<file path="config.mk">
export PLATFORM = sky130hd
export DESIGN_NAME = onehot_mux
export DESIGN_NICKNAME = d
export VERILOG_FILES = /design/src/rtl/onehot_mux.sv
export SDC_FILE = /design/constraint.sdc
export NUM_CORES = 1
export LEC_CHECK = 0
export ABC_AREA = 1
export CAP_MARGIN = 15
export CORE_MARGIN = 2
export CORE_UTILIZATION = 35
export DETAILED_ROUTE_END_ITERATION = 7
export PLACE_DENSITY = 0.84
export SLEW_MARGIN = 20
export SYNTH_ARGS = -nofsm -noshare
export SYNTH_HDL_FRONTEND = slang
export SYNTH_SLANG_ARGS = --single-unit
</file>
<file path="constraint.sdc">
create_clock -name clk -period 2.3 [get_ports clk]
set_input_delay 0.46 -clock clk [delete_from_list [all_inputs] [get_ports clk]]
set_output_delay 0.46 -clock clk [all_outputs]
set_load 0.005 [all_outputs]
</file>
<file path="src/rtl/onehot_mux.sv">
// One-hot AND-OR multiplexer with a registered output copy, select-vector
// diagnostics and a sticky multi-select error flag.
module onehot_mux #(
    parameter int N_INPUTS = 2,
    parameter int W_INPUT  = 32
) (
    input  logic                          clk,
    input  logic                          rst,
    input  logic [N_INPUTS*W_INPUT-1:0]   in,
    input  logic [N_INPUTS-1:0]           sel,
    input  logic                          en,
    input  logic                          err_clr,
    output logic [W_INPUT-1:0]            out,
    output logic [W_INPUT-1:0]            out_q,
    output logic                          sel_multi,
    output logic                          sel_none,
    output logic                          err_sticky
);

    logic [W_INPUT-1:0]  mux_s;
    logic [N_INPUTS-1:0] sel_dec_s;
    logic [W_INPUT-1:0]  out_r;
    logic                err_r;

    // AND-OR mux: every selected slot contributes, no priority between slots
    always_comb begin
        mux_s = {W_INPUT{1'b0}};
        for (int i = 0; i < N_INPUTS; i++) begin
            mux_s = mux_s | (in[i*W_INPUT +: W_INPUT] & {W_INPUT{sel[i]}});
        end
    end

    // Clearing the lowest set bit leaves a nonzero value only when two or more bits are set
    always_comb begin
        sel_dec_s = sel & (sel - N_INPUTS'(1));
    end

    assign out       = mux_s;
    assign sel_none  = (sel == {N_INPUTS{1'b0}});
    assign sel_multi = (sel_dec_s != {N_INPUTS{1'b0}});

    // Registered copy of the mux result, captured only when enabled
    always_ff @(posedge clk or posedge rst) begin
        if (rst) begin
            out_r <= {W_INPUT{1'b0}};
        end else if (en) begin
            out_r <= mux_s;
        end else begin
            out_r <= out_r;
        end
    end

    // Sticky error: clear wins over a simultaneous multi-select
    always_ff @(posedge clk or posedge rst) begin
        if (rst) begin
            err_r <= 1'b0;
        end else if (err_clr) begin
            err_r <= 1'b0;
        end else if (sel_multi) begin
            err_r <= 1'b1;
        end else begin
            err_r <= err_r;
        end
    end

    assign out_q      = out_r;
    assign err_sticky = err_r;

endmodule

</file>
; After elaboration in Yosys (flattened, before gate mapping)
; Index checks and enable logic that the tools add are counted.
; Widths: inputs -> output; s select.
[op_classes]
addsub = 1
mux = 2
bitwise_logic = 4
n_reduce_logical = 3
[op_table]
columns = operator, count
row1 = $and 32x32->32, 2
row2 = $or 32x32->32, 1
row3 = $reduce_bool 2->1, 2
row4 = $and 2x2->2, 1
row5 = $logic_not 2->1, 1
row6 = $mux 1, 2
row7 = $sub 2x1->2 const B, 1
[totals]
reg_bits = 33
inputBits = 70
output_inout_bits = 67
elab_cells = 12

; Longest topological paths before layout
[logic_depth]
word_depth = 5
ltp_mapped = 6
depth_no_buf = 4

; Worst setup path before layout
; Ideal clock, no wire load.
[synth_path]
path_kind = input-to-output
start = input sel[0]
end = output out[0]
arrival_time_ns = 0.815
t_required_ns = 1.840
setup_slack_ns = 1.025
path_stages = 4
n_path_buf = 2
cell_sequence = buf_6 > buf_6 > nand2_1 > nand2_2
[synth_via]
elab_chain_len = 2
[synth_lines]
columns = element, line
row1 = start: declaration, 10  ; input logic [N_INPUTS-1:0] sel,
row2 = $and 32x32->32, 29  ; mux_s = mux_s | (in[i*W_INPUT +: W_INPUT] & {W_INPUT{sel[i]}});
row3 = $or 32x32->32, 29
row4 = end: declaration, 13  ; output logic [W_INPUT-1:0] out,
; No other way between the ends.

; Final worst setup path
[layout_path]
start = input sel[1]
end = output out[20]
; Same word-level chain as after synthesis.

==> reports/metrics.csv <==
stage,metric,value,unit
status,outcome,completed,
clocking,clock slew at reported path FFs,0.06,ns
global_route,total gr overflow,0,
routing,TritonRoute pass-1 iters,4,
final_layout,"most common cell after layout, fill and taps aside",nand2_1,
timing,setup TNS,0,ns
timing,Max Clk Rate,0.466,GHz
placed_design,DP Wirelength,4120,microns
floorplanning,I/O pin count,137,
logic_synthesis,Yosys reg bits,33,
routing,via/cell ratio,4.46,
pwr,peak supply drop,0.000314,V
placed_design,gpl congestion,0.738,
floorplanning,Die X,75.2,microns
critical_path,CP endpoint kind,primary output,
critical_path,Worst Path Arrival,1.69,ns
logic_synthesis,Synth cell types,10,
global_route,first-pass GRT wire length,8510,microns
pwr,PD cells,497,nW/um^2
pwr,clock power share,0.253,
floorplanning,cell row count,25,
timing,crit path time final,2.15,ns
timing,RSZ-0062 raised after global routing,false,
critical_path,worst-path maximum fanout,17,
routing,routed len/inst,12.7,microns
final_layout,Diodes inserted,0,
routing,"antenna viol nets, final",0,
critical_path,CP max stage cell,clkdlybuf4s50_1,
timing,Worst Max-Slew Pin Slew,0.540,ns
clocking,H-tree levels,2,
floorplanning,core box area,4820,sq um
timing,Worst Clk Skew,0,ns
routing,Residual DRC,0,
logic_synthesis,Syn Inst Count,247,
final_layout,Seq. cell area,826,sq um
logic_synthesis,sequential element share of the synthesized area,0.465,
pwr,Tot Pwr,1.64,mW
placed_design,Buffers on Ports,136,
logic_synthesis,Mapped Nets,317,
timing,Finish-stage setup viols,0,
critical_path,type of element launching the critical path,input port,
timing,Final Hold Fails,0,
clocking,CTS tree,done,
pwr,Pint,1.22,mW
critical_path,Crit path buffers/inverters,3,
final_layout,NumNets Final,456,
global_route,Global Route Usage Sum,0.199,
placed_design,placed inst area,3150,sq um
clocking,CTS Hold Bufs,0,
run,max-capacitance violation count,0,
final_layout,Multi-input gate area,798,sq um
routing,Routed WL,5760,microns
clocking,total CTS buffers,5,
logic_synthesis,Ys Warns,0,
clocking,Post-CTS Setup Bufs,0,
timing,Final Max Tran Viols,0,
floorplanning,chip height,75.2,microns
global_route,number of global-route vias before repair,1910,
pwr,Seq pwr share,0.410,
final_layout,"commonest non-fill, non-tap cells in the layout","nand2_1 (167), clkdlybuf4s50_1 (134), dfrtp_1 (33), nand2_2 (26)",
pwr,Leakage,1.64,nW
final_layout,layout cell share with drive strength beyond 1,0.114,
floorplanning,Starting Density,0.368,
pwr,combinational power share,0.337,
final_layout,Final Instance Area,3300,sq um
final_layout,fill count,408,
critical_path,Crit path required time,1.84,ns
global_route,initial antenna violation count,0,
critical_path,crit path cell chain,dlygate4sd2_1 -> bufbuf_16 -> nand2_1 -> nand2_2 -> clkdlybuf4s50_1,
logic_synthesis,area share of the largest cell type after synthesis,0.465,
logic_synthesis,Mapped Avg Cell Area,7.18,sq um
clocking,Sink Count,33,
final_layout,Area Growth Syn to Fin,86.0,%
timing,final worst-path cycle share,0.934,
critical_path,Worst path max stage delay,0.49,ns
critical_path,critical path class,in -> out,
clocking,Longest Clk Path Bufs,2,
clocking,Worst-Skew Late Latency,0.27,ns
floorplanning,Die ar.,5650,sq um
timing,Max-slew headroom,0.639,
routing,number of DRC markers in iteration 0,57,
routing,Via Count,2020,
logic_synthesis,cell area after synthesis,1770,sq um
logic_synthesis,Synth area leaders,"dfrtp_1 (47%), nand2_1 (36%), nand2_2 (8.8%), buf_6 (5.1%), buf_4 (2.1%)",
pwr,Sw Pwr,0.415,mW
critical_path,cell family with the largest share of critical-path delay,buffers and inverters,
logic_synthesis,post-synth top area cell,dfrtp_1,
pwr,switch share,0.253,
global_route,pin count of the biggest net entering global routing,34,
hold_path,Hold/Removal Path Class,reg -> reg,
clocking,CTS root buffer,clkbuf_8,
==> cell families after synthesis <==
| group | count (synthesis) | share of synthesized area |
|---|---|---|
| AND/OR/NAND/NOR | 194 | 0.446 |
| flip-flops | 33 | 0.465 |
| AO/OA/AOI/OAI | 1 | 0.00282 |
| buffers and inverters | 19 | 0.0860 |
==> power by group through the flow <==
stage               sequential [mW]  clock, mW  combinational [mW]
finish                        0.672      0.415               0.552
global route                  0.678      0.462               0.604
floorplan                     0.686          0               0.176
CTS                           0.672      0.436               0.553
detailed placement            0.681          0               0.540
global placement              0.678          0               0.534
==> layer usage <==
layer | track usage | share of wire | vias to the layer above
li1 | - | - | 1004
met5 | 0 | 0 | -
met3 | 0.0763 | 0.10 | 9
met1 | 0.222 | 0.40 | 911
met2 | 0.350 | 0.48 | 96
met4 | 0.0624 | 0.013 | 0
==> repair_timing <==
action,CTS,global route
endpoints found under the setup margin,4,33
cloned,1,2
gates resized for setup,4,4
==> cell type report <==
class / count / share of cell area
tap: 67 / 0.0254
clock buffer: 7 / 0.0262
multi-input combinational: 195 / 0.242
sequential: 33 / 0.250
inverter: 4 / 0.00455
timing repair buffer: 147 / 0.452
==> state kept, by name, summed over array words and instances (netlist names) <==
register    cells
err_sticky      1
out_q          32
==> cells in the mapped netlist <==
master and count:
buf_4 5, buf_2 2, nand2_1 168, buf_6 8
a21oi_1 1, nand2_2 25, dfrtp_1 33, inv_1 3
nor2_1 1, inv_2 1
==> stage by stage <==
stage               hold WS, ns  setup WS (ns)  utilization  instances
finish                    0.476          0.152        0.685        453
global route              0.499         0.0896        0.685        453
CTS                       0.481        0.00879        0.681        451
detailed placement        0.464        -0.0299        0.655        443
global placement          0.461       -0.00200        0.655        443
floorplan                 0.472           1.03            -        247
==> tightest hold or removal path, cell delays in order (launching register included) <==
cell and delay [ns]:
dfrtp_1 0.34, nand2_1 0.05, nand2_1 0.05
==> final timing paths <==
| path | slack (ns) | end | cells after the start | from |
|---|---|---|---|---|
| min reg2reg | 0.48 | out_q[2] | 2 | out_q[2] |
| min in group asynchronous | 0.58 | out_q[7] | 3 | rst |
| max reg2reg | 1.67 | out_q[8] | 2 | out_q[8] |
| min | 0.48 | out_q[2] | 2 | out_q[2] |
| max | 0.15 | out[20] | 5 | sel[1] |
| max in group asynchronous | 1.42 | out_q[11] | 3 | rst |
No activity file was read; power rests on OpenSTA's default activity.
